File: src/rtl/vga_fb_arbiter_if.sv
// GPU write port of the framebuffer arbiter: valid/ready pixel writes plus
// the "everything committed" status flag.
interface vga_fb_arbiter_if #(
    parameter int ADDR_W = 12,
    parameter int DATA_W = 8
);
    logic              wr_valid;
    logic              wr_ready;
    logic [ADDR_W-1:0] wr_addr;
    logic [DATA_W-1:0] wr_data;
    logic              wq_empty;

    // GPU side: issues writes, watches back-pressure and drain status.
    modport master (
        output wr_valid, wr_addr, wr_data,
        input  wr_ready, wq_empty
    );

    // Arbiter side: accepts writes into its queue.
    modport slave (
        input  wr_valid, wr_addr, wr_data,
        output wr_ready, wq_empty
    );
endinterface

File: src/rtl/vga_fb_arbiter.sv
// vga_fb_arbiter: shares one single-port framebuffer RAM between VGA scanout
// reads and GPU pixel writes. Scanout reads always win the RAM slot; GPU
// writes wait in a small FIFO and commit in order whenever no read is due.
// Sync/blank are delayed two cycles so they line up with the fetched colour.
module vga_fb_arbiter #(
    parameter int FB_W   = 128,
    parameter int FB_H   = 32,
    parameter int ADDR_W = 12,
    parameter int DATA_W = 8,
    parameter int DEPTH  = 4
) (
    input  logic              clk,
    input  logic              rst_n,
    input  logic [9:0]        pos_x,
    input  logic [9:0]        pos_y,
    input  logic              blank_n,
    input  logic              h_sync,
    input  logic              v_sync,
    output logic              hs_out,
    output logic              vs_out,
    output logic              blank_n_out,
    output logic [DATA_W-1:0] pix_color,
    vga_fb_arbiter_if.slave   wr,
    output logic              ram_en,
    output logic              ram_we,
    output logic [ADDR_W-1:0] ram_addr,
    output logic [DATA_W-1:0] ram_wdata,
    input  logic [DATA_W-1:0] ram_rdata
);
    localparam int XW = $clog2(FB_W);
    localparam int YW = $clog2(FB_H);
    localparam int PW = $clog2(DEPTH);

    // Pointers carry one extra wrap bit: equal means empty, differing only
    // in the wrap bit means full.
    localparam logic [PW:0] PTR_ONE = (PW+1)'(1);
    localparam logic [PW:0] PTR_MSB = (PW+1)'(DEPTH);

    typedef enum logic [1:0] {
        SLOT_IDLE,
        SLOT_READ,
        SLOT_WRITE
    } slot_e;

    // ------------------------------------------------------------------
    // Write queue
    // ------------------------------------------------------------------
    logic [ADDR_W-1:0] q_addr [DEPTH];
    logic [DATA_W-1:0] q_data [DEPTH];
    logic [PW:0]       wptr;
    logic [PW:0]       rptr;
    logic              empty;
    logic              full;
    logic              push;
    logic              pop;
    slot_e             slot;

    assign empty       = (wptr == rptr);
    assign full        = ((wptr ^ rptr) == PTR_MSB);
    assign wr.wr_ready = rst_n & ~full;
    assign wr.wq_empty = empty;
    assign push        = wr.wr_valid & wr.wr_ready;
    assign pop         = (slot == SLOT_WRITE);

    // Queue pointers: advance on push/pop, cleared by reset.
    // NOTE: clocked state uses non-blocking assignments so every register
    // samples pre-edge values, independent of block ordering.
    always_ff @(posedge clk or negedge rst_n) begin
        if (!rst_n) begin
            wptr <= '0;
            rptr <= '0;
        end else begin
            if (push) wptr <= wptr + PTR_ONE;
            if (pop)  rptr <= rptr + PTR_ONE;
        end
    end

    // Queue storage: capture the accepted {addr, data} at the write pointer.
    // NOTE: the storage array is deliberately not reset; an entry is only
    // read after it has been pushed, so the pointers alone define validity.
    always_ff @(posedge clk) begin
        if (push) begin
            q_addr[wptr[PW-1:0]] <= wr.wr_addr;
            q_data[wptr[PW-1:0]] <= wr.wr_data;
        end
    end

    // ------------------------------------------------------------------
    // Scanout fetch address and read request
    // ------------------------------------------------------------------
    logic [ADDR_W-1:0] fa;
    logic              in_range;
    logic              read_req;
    logic [ADDR_W-1:0] last_addr;
    logic              last_vld;

    // FB_W is a power of two, so y*FB_W + x is a plain concatenation.
    assign fa       = ADDR_W'({pos_y[YW-1:0], pos_x[XW-1:0]});
    assign in_range = (pos_x < 10'(FB_W)) && (pos_y < 10'(FB_H));
    assign read_req = blank_n & in_range & (~last_vld | (fa != last_addr));

    // Remember the last fetched address so a held pixel is read only once;
    // blanking forgets it so each line's first pixel is refetched.
    always_ff @(posedge clk or negedge rst_n) begin
        if (!rst_n) begin
            last_vld  <= 1'b0;
            last_addr <= '0;
        end else if (read_req) begin
            last_vld  <= 1'b1;
            last_addr <= fa;
        end else if (!blank_n) begin
            last_vld  <= 1'b0;
        end
    end

    // ------------------------------------------------------------------
    // Slot arbitration: read beats write, otherwise idle
    // ------------------------------------------------------------------
    // Pick this cycle's RAM slot and drive the RAM port from it.
    // NOTE: every output of this block is given a default first, so no path
    // leaves one unassigned and no latch is inferred.
    always_comb begin
        slot      = SLOT_IDLE;
        ram_en    = 1'b0;
        ram_we    = 1'b0;
        ram_addr  = fa;
        ram_wdata = q_data[rptr[PW-1:0]];
        if (rst_n) begin
            if (read_req)    slot = SLOT_READ;
            else if (!empty) slot = SLOT_WRITE;
        end
        case (slot)
            SLOT_READ: begin
                ram_en = 1'b1;
            end
            SLOT_WRITE: begin
                ram_en   = 1'b1;
                ram_we   = 1'b1;
                ram_addr = q_addr[rptr[PW-1:0]];
            end
            default: ;
        endcase
    end

    // ------------------------------------------------------------------
    // Pixel / sync pipeline
    // ------------------------------------------------------------------
    logic rd_issued;
    logic blank_d1;
    logic in_range_d1;
    logic hs_d1;
    logic vs_d1;

    // Stage 1: note whether a read went out and delay the video controls.
    always_ff @(posedge clk or negedge rst_n) begin
        if (!rst_n) begin
            rd_issued   <= 1'b0;
            blank_d1    <= 1'b0;
            in_range_d1 <= 1'b0;
            hs_d1       <= 1'b0;
            vs_d1       <= 1'b0;
        end else begin
            rd_issued   <= (slot == SLOT_READ);
            blank_d1    <= blank_n;
            in_range_d1 <= in_range;
            hs_d1       <= h_sync;
            vs_d1       <= v_sync;
        end
    end

    // Stage 2: capture fetched colour (hold between fetches, black outside
    // active in-range video) alongside the twice-delayed controls.
    always_ff @(posedge clk or negedge rst_n) begin
        if (!rst_n) begin
            pix_color   <= '0;
            blank_n_out <= 1'b0;
            hs_out      <= 1'b0;
            vs_out      <= 1'b0;
        end else begin
            blank_n_out <= blank_d1;
            hs_out      <= hs_d1;
            vs_out      <= vs_d1;
            if (!blank_d1 || !in_range_d1) pix_color <= '0;
            else if (rd_issued)            pix_color <= ram_rdata;
        end
    end
endmodule
File: src/flat_wrapper.sv
// flat-port wrapper written by rule: the top's interface ports become plain ports
module vga_fb_arbiter_flat 
#(
    parameter int FB_W   = 128,
    parameter int FB_H   = 32,
    parameter int ADDR_W = 12,
    parameter int DATA_W = 8,
    parameter int DEPTH  = 4
)
  (clk, rst_n, pos_x, pos_y, blank_n, h_sync, v_sync, hs_out, vs_out, blank_n_out, pix_color, ram_en, ram_we, ram_addr, ram_wdata, ram_rdata, wr_wr_valid, wr_wr_addr, wr_wr_data, wr_wr_ready, wr_wq_empty);
  vga_fb_arbiter_if #(.ADDR_W(ADDR_W), .DATA_W(DATA_W)) wr_i ();
  input  logic clk;
  input  logic rst_n;
  input  logic [9:0] pos_x;
  input  logic [9:0] pos_y;
  input  logic blank_n;
  input  logic h_sync;
  input  logic v_sync;
  output logic hs_out;
  output logic vs_out;
  output logic blank_n_out;
  output logic [DATA_W-1:0] pix_color;
  output logic ram_en;
  output logic ram_we;
  output logic [ADDR_W-1:0] ram_addr;
  output logic [DATA_W-1:0] ram_wdata;
  input  logic [DATA_W-1:0] ram_rdata;
  input wire logic [$bits(wr_i.wr_valid)-1:0] wr_wr_valid;
  input wire logic [$bits(wr_i.wr_addr)-1:0] wr_wr_addr;
  input wire logic [$bits(wr_i.wr_data)-1:0] wr_wr_data;
  output wire logic [$bits(wr_i.wr_ready)-1:0] wr_wr_ready;
  output wire logic [$bits(wr_i.wq_empty)-1:0] wr_wq_empty;
  assign wr_i.wr_valid = wr_wr_valid;
  assign wr_i.wr_addr = wr_wr_addr;
  assign wr_i.wr_data = wr_wr_data;
  assign wr_wr_ready = wr_i.wr_ready;
  assign wr_wq_empty = wr_i.wq_empty;
  vga_fb_arbiter #(.FB_W(FB_W), .FB_H(FB_H), .ADDR_W(ADDR_W), .DATA_W(DATA_W), .DEPTH(DEPTH)) u_core (.clk(clk), .rst_n(rst_n), .pos_x(pos_x), .pos_y(pos_y), .blank_n(blank_n), .h_sync(h_sync), .v_sync(v_sync), .hs_out(hs_out), .vs_out(vs_out), .blank_n_out(blank_n_out), .pix_color(pix_color), .wr(wr_i), .ram_en(ram_en), .ram_we(ram_we), .ram_addr(ram_addr), .ram_wdata(ram_wdata), .ram_rdata(ram_rdata));
endmodule
File: config.mk
export PLATFORM = sky130hd
export DESIGN_NAME = vga_fb_arbiter_flat
export DESIGN_NICKNAME = d
export VERILOG_FILES = /design/src/rtl/vga_fb_arbiter_if.sv /design/src/rtl/vga_fb_arbiter.sv /design/src/flat_wrapper.sv
export SDC_FILE = /design/constraint.sdc
export NUM_CORES = 1
export LEC_CHECK = 0
export BUFFER_PORTS_ARGS = -buffer_cell sky130_fd_sc_hd__buf_2
export CORE_MARGIN = 10
export CORE_UTILIZATION = 35
export CTS_BUF_LIST = sky130_fd_sc_hd__clkbuf_16
export CTS_CLUSTER_SIZE = 8
export DETAILED_ROUTE_END_ITERATION = 8
export SYNTH_ARGS = -nofsm -noshare
export SYNTH_HDL_FRONTEND = slang
export SYNTH_SLANG_ARGS = --single-unit
export TNS_END_PERCENT = 20
File: constraint.sdc
create_clock -name clk -period 2.25 [get_ports clk]
set_clock_uncertainty 0.1 [all_clocks]
set_input_delay 0.45 -clock clk [delete_from_list [all_inputs] [get_ports clk]]
set_output_delay 0.45 -clock clk [all_outputs]
set_load 0.01 [all_outputs]
==> run summary <==
Logic pwr share: 30.9%
Clk buf depth: 2
Global route total overflow: 0
Share of the synthesized area in the top cell type: 51.70%
Min Tclk post-route: 2.750 ns
Vias in the first global route: 2777
Critical path class: flop to output pin
Failing checks: negative setup slack
Die height: 135.2 um
Critical Path Sink Type: output pin
CTS Buf Count: 17
Worst-margin pin slew: 0.4443 ns
Cells after synthesis: 237
CP Max Fanout: 10
Outcome: finished with violations
Worst-path clk slew: 0.05 ns
Internal: 5.623 mW
Total power: 7.694 mW
Layout cells sized above 1: 55.61%
Crit path DAT: 2.20 ns
Sequential fraction of the synthesis area: 70.54%
Yosys warns: 0
Pre-CTS setup slack: -0.4737 ns
Drt initial violations: 131
Maximum VDD drop: 0.0007019 V
Initial antenna violation count: 3
Clk sinks: 115
Post-Syn Area: 4647 sq um
Initial Util: 35.37%
Max Slew Vio Count: 0
Die width: 135.2 um
Core area: 13140 sq um
Pin count of the biggest net entering global routing: 36
CP Buf/Inv Count: 2
Avg Cell Area, Syn: 19.61 sq um
GRT Resource Usage Total: 11.40%
Launching point of the worst reg2reg path: u_core.last_addr[7]
PnR worst setup slack: -0.4996 ns
IO Count: 89
# H-tree levels: 4
Slowest stage cell on the critical path: dfrtp_1
Post-DP HPWL: 6.955 mm
RD Place Congestion: 0.7423
Setup bufs post-CTS: 0
Synthesized net count: 296
Max incr delay on CP: 0.41 ns
DRC errors left: 0
TritonCTS clock tree: built
Flops & latches, synth: 115
Clock Power Share: 35.1%
Antenna viol nets, final: 0
Max-slew headroom: 70.38%
Leakage: 2.553 nW
Pwr/cell area: 1211 nW/um^2
# port buffers: 88
Ant. Diodes: 0
Worst min path class: input pin to async pin
Ys flop type: edfxtp_1
Worst Reg-to-Reg Cells: 7
Data required, critical path: 1.70 ns
Final setup fails: 22
Psw: 2.071 mW
Total number of vias: 2527
Layout Nets: 429
Root Driver: clkbuf_16
Fin crit share: 122.2%
Yosys cell types: 31
Worst path cell trace: xnor2_2 > nand4_1 > nor4_4 > o21ai_4 > buf_12 > mux2_4 > buf_6
Hold Fails Final Rpt: 0
Net Sw Frac: 26.92%
Flop pwr share: 34.0%
Die ar.: 18290 sq um
Max_cap viols: 0
Post-synth EDFFs: 80
DR pass1 iterations: 4
Final wirelength: 9.749 mm
Reg-to-reg slack, setup: 0.30 ns
Vias per cell: 4.521
First-pass GRT wire length: 15.56 mm
Routed wire per std cell: 17.44 um
Fmax: 0.3637 GHz
Worst setup SP type: flop
Cell family with the largest share of critical-path delay: simple AND/OR/NAND/NOR gates
Synth async-reset ratio: 30.43%
RR Endpoint: u_core.rptr[1]
Area growth, synth to finish: 36.73%
Clk_lat worst skew: 0.40 ns
Largest cells by area after synthesis: edfxtp_1 (52%), dfrtp_1 (19%), mux4_2 (9.7%)
Unrepaired setup endpoints after global routing: yes
Largest area contributor in the netlist: edfxtp_1
Row count: 42
## per-layer routing
| metal | share of wire, % | up-vias | global-route usage [%] |
|---|---|---|---|
| met5 | 0.35 | - | 0 |
| met4 | 1.4 | 6 | 4.486 |
| met3 | 7.9 | 18 | 6.009 |
| met2 | 50 | 72 | 18.04 |
| met1 | 41 | 1243 | 12.73 |
| li1 | - | 1188 | - |
## synthesized netlist by cell type (2+ instances only)
library cell   n
edfxtp_1      80
dfrtp_1       35
mux4_2        20
mux2_2        18
xnor2_1       17
mux2_4         8
mux2i_1        8
nor2_1         8
ha_1           5
inv_1          5
and3_1         4
clkbuf_1       3
nand2_1        3
buf_2          2
nand4_1        2
nor2_4         2
or4_4          2
xor2_1         2
## through the flow
stage                     hold WS, ns  std cells  area (sq um)  TNS, ns  utilization (%)
after floorplan               0.05441        237          4647   -1.838                -
after global placement         0.2342        527          5569   -5.883            42.39
after detailed placement       0.2347        527          5569   -6.118            42.39
after CTS                    0.008377        559          6317   -8.374            48.09
after global routing          0.02583        559          6354   -9.846            48.36
final                        0.004613        559          6354   -7.403            48.36
## how the worst max path moves through the flow
stage	from	to	slack, ns	cells past startpoint
2_1_floorplan	pos_x[7]	ram_addr[10]	-0.18	6
5_1_grt	u_core.last_addr[8]	ram_addr[8]	-0.60	7
4_1_cts	u_core.last_addr[0]	ram_addr[8]	-0.55	7
6_report	u_core.last_addr[7]	ram_addr[8]	-0.50	7
3_5_place_dp	pos_x[7]	ram_addr[1]	-0.47	8
3_3_place_gp	pos_x[7]	ram_addr[2]	-0.47	8
## placed cells by master (no fill, tap or decap), types with 2 or more instances in the layout
master / instances
clkbuf_16: 17
ha_1: 5
bufinv_16: 3
nand2_2: 2
xor2_1: 2
xnor2_2: 4
nor2_1: 8
buf_8: 2
inv_6: 2
or4_4: 2
mux4_2: 20
inv_1: 5
nor2_4: 2
clkinv_2: 2
clkinv_4: 3
nand4_1: 2
dfrtp_1: 35
mux2_2: 18
buf_12: 6
and3_1: 4
buf_2: 71
xnor2_1: 13
buf_6: 17
nand2_1: 2
mux2_4: 8
edfxtp_1: 80
mux2i_1: 8
buf_4: 25
clkinvlp_4: 3
## power groups by stage
| stage | Sequential [mW] | Combinational (mW) | Clock, mW |
|---|---|---|---|
| 6_report | 2.62 | 2.38 | 2.70 |
| 5_1_grt | 2.64 | 2.58 | 2.89 |
| 4_1_cts | 2.62 | 2.43 | 2.76 |
| 3_5_place_dp | 2.65 | 2.14 | 0 |
| 3_3_place_gp | 2.64 | 2.11 | 0 |
| 2_1_floorplan | 2.67 | 1.24 | 0 |
## state kept, by name, indices dropped and copies added, names as in the netlist
name                count
u_core.hs_d1            1
u_core.vs_out           1
u_core.pix_color        8
u_core.q_data          32
u_core.last_addr       12
u_core.blank_n_out      1
u_core.vs_d1            1
u_core.blank_d1         1
u_core.hs_out           1
u_core.last_vld         1
u_core.wptr             3
u_core.rptr             3
u_core.q_addr          48
u_core.rd_issued        1
u_core.in_range_d1      1
## logic make-up after synthesis
family                     synth area share (%)
and+or+nand+nor                           3.904
buffers and inverters                     1.454
AOI/OAI and AO/OA                        0.8081
DFF                                       70.54
adders and majority gates                 1.346
muxes                                     18.36
xor gates and xnor gates                  3.581
## cell type report
class,instances,area [sq um]
inverter,5,18.77
timing repair buffer,121,884.6
clock inverter,15,181.4
tap,176,220.2
clock buffer,17,425.4
multi-input combinational,110,1345
sequential,115,3278
fill,1164,6784
## what timing repair did
action                     4_1_cts  5_1_grt
hold buffers                     0        0
gates resized for setup         25        6
pin swaps                        7        5
setup endpoints to repair       22       23
No activity file was read; power rests on OpenSTA's default activity.
